===== src/rtl/hrm_mailbox.sv =====
// hrm_mailbox: parametrised first-word-fall-through mailbox queue used as the
// HRM-CPU INBOX / OUTBOX.
//
// Parameters: DATA_W (word width), LGFLEN (log2 depth), AF_THRESH, AE_THRESH.
// Optional build macro: HRM_MAILBOX_DUMP_EN enables the head-relative dump
// read port; when undefined the dump outputs are tied to 0.
//
// Ports:
//   clk              clock, rising edge
//   i_rst            asynchronous active-high reset
//   i_wr / i_data    push request and data
//   i_rd             pop request
//   o_data           head entry (0 when empty)
//   o_empty_n        queue holds at least one entry
//   o_full           queue holds 2**LGFLEN entries
//   o_level          occupancy 0..2**LGFLEN
//   o_almost_full    level >= AF_THRESH
//   o_almost_empty   level <= AE_THRESH
//   i_flush          synchronous discard of all entries
//   o_overflow       sticky: push refused because full with no pop
//   o_underflow      sticky: pop requested while empty
//   i_clr_err        synchronous clear of both sticky flags (set wins)
//   i_dmp_pos        dump offset from head
//   o_dmp_data       entry at head+i_dmp_pos (0 when invalid)
//   o_dmp_valid      i_dmp_pos < level
module hrm_mailbox #(
  parameter int DATA_W    = 8,
  parameter int LGFLEN    = 5,
  parameter int AF_THRESH = 2**LGFLEN-2,
  parameter int AE_THRESH = 1
) (
  input  logic              clk,
  input  logic              i_rst,
  input  logic              i_wr,
  input  logic [DATA_W-1:0] i_data,
  input  logic              i_rd,
  output logic [DATA_W-1:0] o_data,
  output logic              o_empty_n,
  output logic              o_full,
  output logic [LGFLEN:0]   o_level,
  output logic              o_almost_full,
  output logic              o_almost_empty,
  input  logic              i_flush,
  output logic              o_overflow,
  output logic              o_underflow,
  input  logic              i_clr_err,
  input  logic [LGFLEN-1:0] i_dmp_pos,
  output logic [DATA_W-1:0] o_dmp_data,
  output logic              o_dmp_valid
);

  localparam int             DEPTH = 1 << LGFLEN;
  localparam logic [LGFLEN:0] LP_DEPTH = {1'b1, {LGFLEN{1'b0}}};
  localparam logic [LGFLEN:0] LP_AF    = AF_THRESH[LGFLEN:0];
  localparam logic [LGFLEN:0] LP_AE    = AE_THRESH[LGFLEN:0];
  localparam logic [LGFLEN:0] LP_ONE   = {{LGFLEN{1'b0}}, 1'b1};

  logic [DATA_W-1:0] r_mem [0:DEPTH-1];
  logic [LGFLEN-1:0] r_wr_ptr, r_rd_ptr;
  logic [LGFLEN:0]   r_level;
  logic              r_ovf, r_udf;

  logic w_full, w_empty, w_push, w_pop, w_ovf, w_udf;

  assign w_full  = (r_level == LP_DEPTH);
  assign w_empty = (r_level == '0);

  // A pop in the same cycle frees a slot, so a push into a full queue is
  // still accepted. A pop from an empty queue is never bypassed by a push.
  assign w_push = i_wr && (!w_full || i_rd) && !i_flush;
  assign w_pop  = i_rd && !w_empty && !i_flush;
  assign w_ovf  = i_wr && w_full && !i_rd && !i_flush;
  assign w_udf  = i_rd && w_empty && !i_flush;

  always_ff @(posedge clk or posedge i_rst) begin
    if (i_rst) begin
      r_wr_ptr <= '0;
      r_rd_ptr <= '0;
      r_level  <= '0;
    end else if (i_flush) begin
      r_wr_ptr <= '0;
      r_rd_ptr <= '0;
      r_level  <= '0;
    end else begin
      if (w_push) r_wr_ptr <= r_wr_ptr + 1'b1;
      if (w_pop)  r_rd_ptr <= r_rd_ptr + 1'b1;
      if (w_push && !w_pop)      r_level <= r_level + LP_ONE;
      else if (w_pop && !w_push) r_level <= r_level - LP_ONE;
    end
  end

  // Sticky error flags: a new error in the clearing cycle wins.
  always_ff @(posedge clk or posedge i_rst) begin
    if (i_rst) begin
      r_ovf <= 1'b0;
      r_udf <= 1'b0;
    end else begin
      r_ovf <= (r_ovf && !i_clr_err) || w_ovf;
      r_udf <= (r_udf && !i_clr_err) || w_udf;
    end
  end

  // Storage carries no reset; content is qualified by r_level.
  always_ff @(posedge clk) begin
    if (w_push) r_mem[r_wr_ptr] <= i_data;
  end

  assign o_data         = w_empty ? '0 : r_mem[r_rd_ptr];
  assign o_empty_n      = !w_empty;
  assign o_full         = w_full;
  assign o_level        = r_level;
  assign o_almost_full  = (r_level >= LP_AF);
  assign o_almost_empty = (r_level <= LP_AE);
  assign o_overflow     = r_ovf;
  assign o_underflow    = r_udf;

`ifdef HRM_MAILBOX_DUMP_EN
  logic [LGFLEN-1:0] w_dmp_idx;
  logic              w_dmp_valid;

  // Offset is head-relative and wraps with the pointers.
  assign w_dmp_idx   = r_rd_ptr + i_dmp_pos;
  assign w_dmp_valid = ({1'b0, i_dmp_pos} < r_level);
  assign o_dmp_valid = w_dmp_valid;
  assign o_dmp_data  = w_dmp_valid ? r_mem[w_dmp_idx] : '0;
`else
  logic w_unused_dmp;

  assign w_unused_dmp = ^i_dmp_pos;
  assign o_dmp_valid  = 1'b0;
  assign o_dmp_data   = '0;
`endif

endmodule


===== config.mk =====
export PLATFORM = sky130hd
export DESIGN_NAME = hrm_mailbox
export DESIGN_NICKNAME = d
export VERILOG_FILES = /design/src/rtl/hrm_mailbox.sv
export SDC_FILE = /design/constraint.sdc
export NUM_CORES = 1
export LEC_CHECK = 0
export CORE_MARGIN = 3
export CORE_UTILIZATION = 42
export DETAILED_ROUTE_END_ITERATION = 6
export PLACE_DENSITY = 0.71
export SLEW_MARGIN = 30
export SYNTH_ARGS = -nofsm -noshare
export SYNTH_HDL_FRONTEND = slang
export SYNTH_SLANG_ARGS = --single-unit

===== constraint.sdc =====
create_clock -name clk -period 3.5 [get_ports clk]
set_clock_uncertainty 0.15 [all_clocks]
set_input_delay 0.875 -clock clk [delete_from_list [all_inputs] [get_ports clk]]
set_output_delay 0.875 -clock clk [all_outputs]
set_load 0.01 [all_outputs]

* After elaboration in Yosys (flattened, before gate mapping) *
Memory sizes are Yosys's and may differ from the RTL's.
Cells that the tools add are included.

word-level totals
  register bits = 18
  bits in writable memories = 256
  input port bits = 19
  output and inout bits = 29
  logic and storage cells = 50
  memories = 1

operators by class
  $add $sub $neg = 4
  $lt $le $gt $ge = 2
  equality and inequality tests = 1
  multiplexer cells = 10
  reduce and logical (&&, ||, !) cells = 27

memories
  memory  words  width  read ports  clocked after memory_dff  write ports  line  text
  r_mem   32     8      1           0                         1            58    logic [DATA_W-1:0] r_mem [0:DEPTH-1];

operators by type and width
  cell                   count
  $mux W5                4
  $mux W6                3
  $logic_and A1 B1 Y1    13
  $add A5 B1 Y5 const B  2
  $mux W8                1
  $logic_not A1 Y1       7
  $add A6 B1 Y6 const B  1
  $eq A6 B6 Y1 const B   1
  $ge A6 B5 Y1 const B   1
  $le A6 B1 Y1 const B   1
  $logic_not A6 Y1       1
  $sub A6 B1 Y6 const B  1
  $reduce_bool A2 Y1     2
  $logic_or A1 B1 Y1     3
  $reduce_bool A3 Y1     1
  $mux W1                2

* Logic depth before layout (Yosys ltp) *
Gate-level depths: netlist (run 1).

  word-level depth = 10
  depth in mapped cells = 9
  mapped depth without buffers = 7

* Worst setup path after synthesis (run 1) *
No wires, ideal clock.

  path kind = reg2out
  start = reg r_level[1] (netlist: o_level[1])
  end = out o_data[6]
  arrival = 1,976 ps
  data required time = 2,475 ps
  path slack = 499 ps
  cell stages (with the launch flop) = 8
  path buffers = 1
  cell sequence = dfrtp_1 inv_1 ha_1 or4b_1 buf_4 nor2_2 inv_2 a31o_1

between the ends
  word-level cells in the longest chain between the ends = 2

ends and longest elaborated chain
  what                    line  text
  start, declared         60    logic [LGFLEN:0] r_level;
  start signal, assigned  87    if (w_push && !w_pop) r_level <= r_level + LP_ONE;
  start signal, assigned  88    else if (w_pop && !w_push) r_level <= r_level - LP_ONE;
  $logic_not A6 Y1        66    assign w_empty = (r_level == '0);
  $mux W8                 108   assign o_data = w_empty ? '0 : r_mem[r_rd_ptr];
  end, declared           37    output logic [DATA_W-1:0] o_data,

No other way between the ends.

* Worst setup path in the final report (run 1) *
  start = reg r_rd_ptr[0]
  end = out o_data[4]

between the ends
  word-level cells in the longest chain between the ends = 2

ends and longest elaborated chain
  what                    line  text
  start, declared         59    logic [LGFLEN-1:0] r_wr_ptr, r_rd_ptr;
  start signal, assigned  86    if (w_pop) r_rd_ptr <= r_rd_ptr + 1'b1;
  $mem_v2 Z32 W8          --
  $mux W8                 108

No other way between the ends.

==> reports/results.tsv, run 1 <==
metric	value	unit
die_area	28900	um^2
synth_top_flop_cell	edfxtp_1	
synth_edf_count	256	
r2r_cells	8	
synth_warnings	0	
path_cells	buf_8, buf_6, mux4_2, a22o_1, a211oi_2, buf_4, a211oi_2, buf_2	
clock_sinks	274	
fin_setup_tns	-0.861	ns
slowest_stage	dfrtp_4	
tightestPinTransition	0.758	ns
drc	0	
wl_met3	2080	um
nFillCells	2034	
reg2reg_from	o_level[0]$_DFFE_PP0P_	
setup_ws	-0.175	ns
period_needed	3.68	ns
path_clk_slew	0.06	ns
grt_pass1_vias	6612	
cts_inserted_buffers	28	
synth_top_area_cell	edfxtp_1	
avgSynthCellArea	17.9	um^2
wl_per_cell	23.0	um
num_vias	6462	
hold_buffers	0	
via_per_inst	5.70	
cp_top_family	buffers and inverters	
clk_path_buf_depth	3	
end_kind	primary output	
ant_nets	0	
place.gp.congestion	0.837	
std_cell_rows	59	
nets	805	
finalSetupViolCount	8	
criticalPathCategory	flop to primary output	
synthCells	630	
slew_headroom	0.494	
io_buffers	33	
syn-cell-area	11300	um^2
antenna_found_initial	0	
power_density	661	nW/um^2
post-route-period-util	1.05	
fmax	272	MHz
hold_path.class	flop to flop	
crit_path_end	o_data[4]	
r2r_slack	0.95	ns
grt_max_degree	33	
ys_seq_elements	274	
synth_top_area_frac	0.680	
syn_to_final_growth	22.4	%
routed_wirelength	26100	um
coreArea	26300	um^2
tritoncts	built	
topRoutingLayerUsed	met4	
slew_violations	0	
track_usage	0.180	
max_stage_delay	0.55	ns
drive_gt1_frac	0.335	
die_x	170	um
clkLatencyLatePin	0.53	ns
crit_top_cell	a211oi_2	
cts_root_buf	clkbuf_16	
violations	setup timing	
ys_top_cells_by_area	edfxtp_1, mux4_2, dfrtp_1	
first_pass_iters	5	
hpwl	16700	um
met1Wirelength	10900	um
hold_violations	0	
finalPower	0.00914	W
ir_drop	383	uV
diodes	0	
r2r_end	o_level[4]$_DFFE_PP0P_	
grt-ovfl-total	0	
synth.distinct_cells	59	
wl_met2	12600	um
cap_viol_max_count	0	
ios	48	
crit_path_max_fanout	7	
worst-path-buf-inv	4	
worstSetupStartpoint	r_rd_ptr[0]$_DFFE_PP0P_	
seq_area_frac_synth	0.720	
start_kind	flop	
initial_core_util	0.430	
worst-path-stages	8	
cp_data_required_time	2.47	ns
cp.arrival	2.65	ns
async_flop_share	0.0657	
p_leak	4.64	nW
rsz0062_at_grt	true	
die_h	170	um
grt_pass1_wl	39700	um
h-tree-depth	1	
final_common_cell	edfxtp_1	
outcome	complete, but fails checks	
drt_iter0_drc	618	
layout_common_cells	edfxtp_1, buf_4, nor2_1	
[sequential cells by signal, indices dropped and copies added, names as in the netlist]
signal and cells:
o_underflow 1, r_wr_ptr 5, r_mem 256, o_overflow 1
o_level 6, r_rd_ptr 5
[per-stage QoR]
| step | hold slack, ns | setup WS [ns] | cell area (um^2) | util | instances |
|---|---|---|---|---|---|
| 6_report | 0.403 | -0.175 | 13800 | 0.526 | 1133 |
| 5_1_grt | 0.430 | -0.244 | 13800 | 0.526 | 1133 |
| 4_1_cts | 0.403 | -0.266 | 13800 | 0.525 | 1127 |
| 3_5_place_dp | 0.380 | -0.214 | 12600 | 0.481 | 1063 |
| 3_3_place_gp | 0.378 | -0.234 | 12600 | 0.481 | 1063 |
| 2_1_floorplan | 0.400 | 0.499 | 11300 | - | 638 |
[worst min path at each step]
stage	startpoint	to	slack [ns]	cells past startpoint
finish	o_overflow$_DFF_PP0_	o_overflow$_DFF_PP0_	0.40	2
detailed placement	o_overflow$_DFF_PP0_	o_overflow$_DFF_PP0_	0.38	2
global route	o_overflow$_DFF_PP0_	o_overflow$_DFF_PP0_	0.43	2
floorplan	o_overflow$_DFF_PP0_	o_overflow$_DFF_PP0_	0.40	2
global placement	o_overflow$_DFF_PP0_	o_overflow$_DFF_PP0_	0.38	2
CTS	o_overflow$_DFF_PP0_	o_overflow$_DFF_PP0_	0.40	2
[timing repair]
item | in CTS | in global routing
pin swaps | 14 | 14
gates resized for setup | 85 | 7
endpoints found under the setup margin | 10 | 8
endpoints found under the hold margin | 0 | 0
cloned | 1 | 0
buffers inserted | 13 | 10
[final cells by class]
type / instances / area, um^2 / area share
clock buffer: 33 / 741 / 0.0535
clock inverter: 19 / 96.3 / 0.00696
inverter: 12 / 45.0 / 0.00326
multi-input combinational: 310 / 3110 / 0.225
sequential: 274 / 8140 / 0.589
tap: 335 / 419 / 0.0303
timing repair buffer: 150 / 1280 / 0.0928
[logic make-up (layout without fill, tap and decap cells)]
kind of cell / after synthesis / in the layout / synth area share
compound gates: 82 / 82 / 0.0568
xor+xnor: 10 / 10 / 0.00775
fa+ha+maj: 10 / 10 / 0.0111
buf+inv: 54 / 214 / 0.0261
flops: 274 / 274 / 0.720
mux: 81 / 81 / 0.128
other cells: 1 / 9 / 0.000332
simple gates: 118 / 118 / 0.0500
[tightest hold or removal path, delay by kind of cell (launching register included)]
family / cells / cell delay (ns)
flip-flops: 1 / 0.39
buffers and inverters: 1 / 0.06
AO/OA/AOI/OAI: 1 / 0.06
[power breakdown]
group	total (W)	switching (W)	internal (W)
Sequential	0.00372	0.0000759	0.00365
Combinational	0.00272	0.00133	0.00139
Clock	0.00270	0.00119	0.00151
Total	0.00914	0.00259	0.00655
[cells in the mapped netlist, types with 7 or more instances]
master / n
nand2_1: 21
nand3_1: 10
clkbuf_1: 15
nor2_1: 53
mux2i_1: 25
inv_1: 10
a22o_1: 7
dfrtp_1: 18
buf_4: 15
a22oi_1: 9
edfxtp_1: 256
o22ai_1: 7
a211oi_1: 17
a21oi_1: 9
ha_1: 10
mux4_2: 50
[layer usage]
| layer | vias to the layer above | GRT usage |
|---|---|---|
| met3 | 41 | 0.0314 |
| met5 | - | 0 |
| met1 | 3299 | 0.262 |
| li1 | 2814 | - |
| met2 | 308 | 0.289 |
| met4 | 0 | 0.0420 |
No activity file was read; power rests on OpenSTA's default activity.
==> run 2: changes to the inputs <==
--- a/config.mk
+++ b/config.mk
@@ -8,7 +8,7 @@
 export CORE_MARGIN = 3
 export CORE_UTILIZATION = 42
 export DETAILED_ROUTE_END_ITERATION = 6
-export PLACE_DENSITY = 0.71
+export PLACE_DENSITY = 0.6
 export SLEW_MARGIN = 30
 export SYNTH_ARGS = -nofsm -noshare
 export SYNTH_HDL_FRONTEND = slang
==> run 2 against run 1 <==
Against the previous run: the flow still finishes with violations (setup timing); worst hold slack got worse by 0.026 ns; first-iteration DRC count decreased by 1.6%; cell count grew 1.7%; non-clock buffer count grew 22; critical endpoint is now o_data[7]; critical path depth rose by 1; critical path type unchanged; combinational power rose by 7.7%; die area stayed put; global-route usage up 0.75 points; largest cell class unchanged; fmax down 0.54%.
==> reports/results.tsv, run 2 (synthesis results as in run 1) <==
metric	value	unit	change
outcome	complete, but fails checks		unchanged
violations	setup timing		unchanged
track_usage	0.188		was 0.180
tightestPinTransition	0.730	ns	was 0.758 ns
drc	0		unchanged
rsz0062_at_grt	true		unchanged
hold_path.class	flop to flop		unchanged
routed_wirelength	26900	um	was 26100 um
hpwl	17400	um	was 16700 um
die_h	170	um	unchanged
drt_iter0_drc	608		was 618
end_kind	primary output		unchanged
syn_to_final_growth	26.4	%	was 22.4%
fmax	271	MHz	was 272 MHz
slowest_stage	dfrtp_4		unchanged
num_vias	6481		was 6462
path_clk_slew	0.07	ns	was 0.06 ns
period_needed	3.70	ns	was 3.68 ns
start_kind	flop		unchanged
place.gp.congestion	0.845		was 0.837
finalPower	0.00993	W	was 0.00914 W
p_leak	4.87	nW	was 4.64 nW
cp.arrival	2.67	ns	was 2.65 ns
drive_gt1_frac	0.362		was 0.335
r2r_slack	0.97	ns	was 0.95 ns
crit_path_max_fanout	5		was 7
max_stage_delay	0.51	ns	was 0.55 ns
largest_reg_flops	256		unchanged
worstSetupStartpoint	r_rd_ptr[0]$_DFFE_PP0P_		unchanged
clkLatencyLatePin	0.54	ns	was 0.53 ns
tritoncts	built		unchanged
path_cells	buf_8, buf_12, buf_6, mux4_2, a22o_1, a211oi_2, buf_4, a211oi_2, buf_2		was buf_8, buf_6, mux4_2, a22o_1, a211oi_2, buf_4, a211oi_2, buf_2
diodes	0		unchanged
die_area	28900	um^2	unchanged
std_cell_rows	59		unchanged
layout_common_cells	edfxtp_1, buf_4, nor2_1		unchanged
antenna_found_initial	0		unchanged
largest_register	r_mem		unchanged
slew_headroom	0.513		was 0.494
hold_buffers	0		unchanged
criticalPathCategory	flop to primary output		unchanged
grt_pass1_wl	40900	um	was 39700 um
io_buffers	33		unchanged
cap_viol_max_count	0		unchanged
post-route-period-util	1.06		was 1.05
initial_core_util	0.430		unchanged
reg2reg_from	o_level[5]$_DFFE_PP0P_		was o_level[0]$_DFFE_PP0P_
die_x	170	um	unchanged
ant_nets	0		unchanged
nets	827		was 805
grt_pass1_vias	6643		was 6612
final_common_cell	edfxtp_1		unchanged
clk_path_buf_depth	3		unchanged
finalSetupViolCount	8		unchanged
grt-ovfl-total	0		unchanged
cts_root_buf	clkbuf_16		unchanged
first_pass_iters	5		unchanged
cp_data_required_time	2.47	ns	about the same
ios	48		unchanged
crit_top_cell	a211oi_2		unchanged
wl_per_cell	23.3	um	was 23.0 um
via_per_inst	5.63		was 5.70
setup_ws	-0.195	ns	was -0.175 ns
coreArea	26300	um^2	unchanged
h-tree-depth	1		unchanged
slew_violations	0		unchanged
dpl_worst_slack	-0.201	ns	was -0.214 ns
clock_sinks	274		unchanged
ir_drop	637	uV	was 383 uV
power_density	695	nW/um^2	was 661 nW/um^2
cts_inserted_buffers	28		unchanged
worstHoldStart	o_overflow$_DFF_PP0_		unchanged
grt_max_degree	33		unchanged
hold_violations	0		unchanged
run 2: cell count changes in the layout (fill, tap and decap cells not counted), sizes merged:
cell / before / now
dlymetal6s2s: 0 / 1
buf: 125 / 145
clkbuf: 33 / 32
inv: 13 / 12
bufinv: 0 / 8
bufbuf: 0 / 1
clkinvlp: 2 / 1
dlygate4sd2: 2 / 1
clkinv: 16 / 9
run 2: path summary, 6_finish.rpt:
kind | cells after the start | end
setup / recovery | 9 | o_data[7]
hold / removal | 2 | o_overflow$_DFF_PP0_
setup reg to reg | 6 | r_mem[16][4]$_DFFE_PP_
hold reg to reg | 2 | o_overflow$_DFF_PP0_
max in group asynchronous | 2 | r_rd_ptr[0]$_DFFE_PP0P_
min in group asynchronous | 2 | r_wr_ptr[0]$_DFFE_PP0P_
run 2: cell type report:
cell class / count / area [um^2]
fillers: 2058 / 12000
flip-flops and latches: 274 / 8150
multi-input cells: 310 / 3130
repair buffers: 172 / 1530
clock buffers: 31 / 733
well taps: 335 / 419
clock inverters: 18 / 290
inverters: 12 / 45.0
run 2: report_power, final:
| part | internal [W] | total, W | switching (W) | leakage [nW] |
|---|---|---|---|---|
| Sequential | 0.00365 | 0.00371 | 0.0000638 | 2.54 |
| Clock | 0.00208 | 0.00329 | 0.00120 | 0.497 |
| Combinational | 0.00156 | 0.00293 | 0.00137 | 1.83 |
run 2: per-stage QoR:
stage	cell area, um^2	instances	hold WS [ns]	TNS [ns]	utilization
after floorplan	11300	638	0.400	0	-
after global placement	12700	1078	0.379	-1.17	0.484
after detailed placement	12700	1078	0.367	-1.02	0.484
after CTS	14100	1144	0.383	-1.36	0.538
after global routing	14300	1152	0.420	-1.96	0.544
final	14300	1152	0.377	-1.36	0.544
run 2: what timing repair did:
action / CTS / global route
gates cloned: 2 / 1
pin swaps: 24 / 6
resized for setup: 92 / 11
endpoints found under the setup margin: 10 / 9
buffers inserted: 18 / 8
run 2: per-layer routing:
| layer | wire [um] | GRT usage | share of wire |
|---|---|---|---|
| met5 | 0 | 0 | 0 |
| met4 | 747 | 0.0501 | 0.028 |
| met3 | 1580 | 0.0295 | 0.059 |
| met2 | 12900 | 0.304 | 0.48 |
| met1 | 11600 | 0.269 | 0.43 |
run 2: worst max-delay path: cells and delay by family (launching register included):
family	cells	cell delay [ns]
buffers and inverters	5	0.72
flip-flops	1	0.51
AO/OA/AOI/OAI	3	0.46
multiplexers	1	0.44
==> run 3: changes to the inputs <==
--- a/config.mk
+++ b/config.mk
@@ -5,10 +5,12 @@
 export SDC_FILE = /design/constraint.sdc
 export NUM_CORES = 1
 export LEC_CHECK = 0
+export CELL_PAD_IN_SITES_DETAIL_PLACEMENT = 1
+export CELL_PAD_IN_SITES_GLOBAL_PLACEMENT = 2
 export CORE_MARGIN = 3
 export CORE_UTILIZATION = 42
 export DETAILED_ROUTE_END_ITERATION = 6
-export PLACE_DENSITY = 0.6
+export PLACE_DENSITY = 0.74
 export SLEW_MARGIN = 30
 export SYNTH_ARGS = -nofsm -noshare
 export SYNTH_HDL_FRONTEND = slang
==> run 3 against run 2 <==
Against the previous run: the flow still finishes with violations (setup timing); wire length increased by 12%; combinational power decreased by 2%; count of clock-buffer cells in the layout up 9; utilization is 0.75 points lower.
==> reports/results.tsv, run 3 (synthesis results as in run 1) <==
metric	value	unit	change
outcome	complete, but fails checks		unchanged
violations	setup timing		unchanged
fmax	266	MHz	was 271 MHz
clkLatencyLatePin	0.55	ns	was 0.54 ns
hold_violations	0		unchanged
period_needed	3.76	ns	was 3.70 ns
utilization	0.536		was 0.544
multi_input_area	3190	um^2	was 3130 um^2
die_h	170	um	unchanged
grt_pass1_wl	45600	um	was 40900 um
seqCellArea	8140	um^2	was 8150 um^2
wl_per_cell	26.7	um	was 23.3 um
post-route-period-util	1.07		was 1.06
std_cell_rows	59		unchanged
routed_wirelength	30200	um	was 26900 um
grt_pass1_vias	7033		was 6643
ir_drop	453	uV	was 637 uV
setup_ws	-0.257	ns	was -0.195 ns
via_per_inst	5.75		was 5.63
layout_common_cells	edfxtp_1, buf_4, nor2_1		unchanged
grt-ovfl-total	0		unchanged
ant_nets	0		unchanged
num_vias	6508		was 6481
tritoncts	built		unchanged
cp.arrival	2.73	ns	was 2.67 ns
drc	0		unchanged
drt_iter0_drc	511		was 608
coreArea	26300	um^2	unchanged
slew_headroom	0.449		was 0.513
end_kind	primary output		unchanged
finalSetupViolCount	8		unchanged
grt_max_degree	33		unchanged
die_area	28900	um^2	unchanged
cap_viol_max_count	0		unchanged
initial_core_util	0.430		unchanged
diodes	0		unchanged
first_pass_iters	4		was 5
place.gp.congestion	0.789		was 0.845
power_density	692	nW/um^2	was 695 nW/um^2
die_x	170	um	unchanged
drive_gt1_frac	0.344		was 0.362
dpl_worst_slack	-0.324	ns	was -0.201 ns
cts_root_buf	clkbuf_16		unchanged
tightestPinTransition	0.825	ns	was 0.730 ns
hold_buffers	0		unchanged
crit_path_max_fanout	5		unchanged
antenna_found_initial	0		unchanged
slew_violations	0		unchanged
io_buffers	33		unchanged
ios	48		unchanged
path_clk_slew	0.06	ns	was 0.07 ns
largest_register	r_mem		unchanged
clock_sinks	274		unchanged
nFillCells	2378		was 2058
p_leak	4.72	nW	was 4.87 nW
fin_setup_tns	-1.57	ns	was -1.36 ns
clk_path_buf_depth	3		unchanged
nets	803		was 827
final_common_cell	edfxtp_1		unchanged
largest_reg_flops	256		unchanged
criticalPathCategory	flop to primary output		unchanged
h-tree-depth	1		unchanged
finalPower	0.00976	W	was 0.00993 W
syn_to_final_growth	24.7	%	was 26.4%
hpwl	19200	um	was 17400 um
cp_data_required_time	2.47	ns	about the same
track_usage	0.211		was 0.188
rsz0062_at_grt	true		unchanged
start_kind	flop		unchanged
hold_path.class	flop to flop		unchanged
cts_inserted_buffers	30		was 28
[run 3: cell count changes in the layout (fill, tap and decap cells not counted), sizes merged]
cell	delta
buf	-25
bufinv	-4
clkbuf	+8
clkinv	+1
clkinvlp	-1
[run 3: worst paths after layout]
path	start	endpoint	slack, ns	cells past startpoint
min	o_underflow$_DFF_PP0_	o_underflow$_DFF_PP0_	0.39	2
max	r_rd_ptr[0]$_DFFE_PP0P_	o_data[6]	-0.26	8
max in group asynchronous	i_rst	r_rd_ptr[0]$_DFFE_PP0P_	2.06	2
min reg2reg	o_underflow$_DFF_PP0_	o_underflow$_DFF_PP0_	0.39	2
min in group asynchronous	i_rst	o_overflow$_DFF_PP0_	0.59	2
max reg2reg	o_level[5]$_DFFE_PP0P_	r_mem[20][0]$_DFFE_PP_	0.81	5
[run 3: stage by stage]
| step | hold WS (ns) | instance area (um^2) | std cells |
|---|---|---|---|
| global placement | 0.364 | 12600 | 1062 |
| CTS | 0.400 | 14100 | 1131 |
| detailed placement | 0.386 | 12600 | 1062 |
| global route | 0.436 | 14100 | 1131 |
| floorplan | 0.400 | 11300 | 638 |
| finish | 0.392 | 14100 | 1131 |
[run 3: power breakdown]
part | total (W) | switching (W) | internal (W)
logic | 0.00286 | 0.00138 | 0.00148
clock network | 0.00317 | 0.00125 | 0.00192
registers | 0.00372 | 0.0000765 | 0.00365
[run 3: critical path: stages, from the launching register on]
cell and delay, ns:
dfrtp_4 0.52, buf_12 0.15, buf_12 0.13, mux4_2 0.41, mux2_4 0.29, o22ai_4 0.19
nor4_2 0.06, a31o_1 0.26, buf_2 0.15
[run 3: area by class of cell]
cell class | count | area share
Tap cell | 335 | 0.0297
Timing Repair Buffer | 146 | 0.0928
Sequential cell | 274 | 0.578
Multi-Input combinational cell | 310 | 0.226
Inverter | 12 | 0.00320
Clock buffer | 40 | 0.0582
Clock inverter | 14 | 0.0118
[run 3: repair_timing]
item	in CTS	in global routing
buffers inserted	13	1
pin swaps	21	12
cloned	3	0
resized for setup	86	14
setup endpoints to repair	10	10
[run 3: per-layer routing]
layer | vias to the layer above | wire (um) | GRT usage
li1 | 2811 | - | -
met1 | 3467 | 13400 | 0.302
met4 | 0 | 538 | 0.0395
met2 | 188 | 14800 | 0.352
met3 | 42 | 1410 | 0.0314
met5 | - | 0 | 0
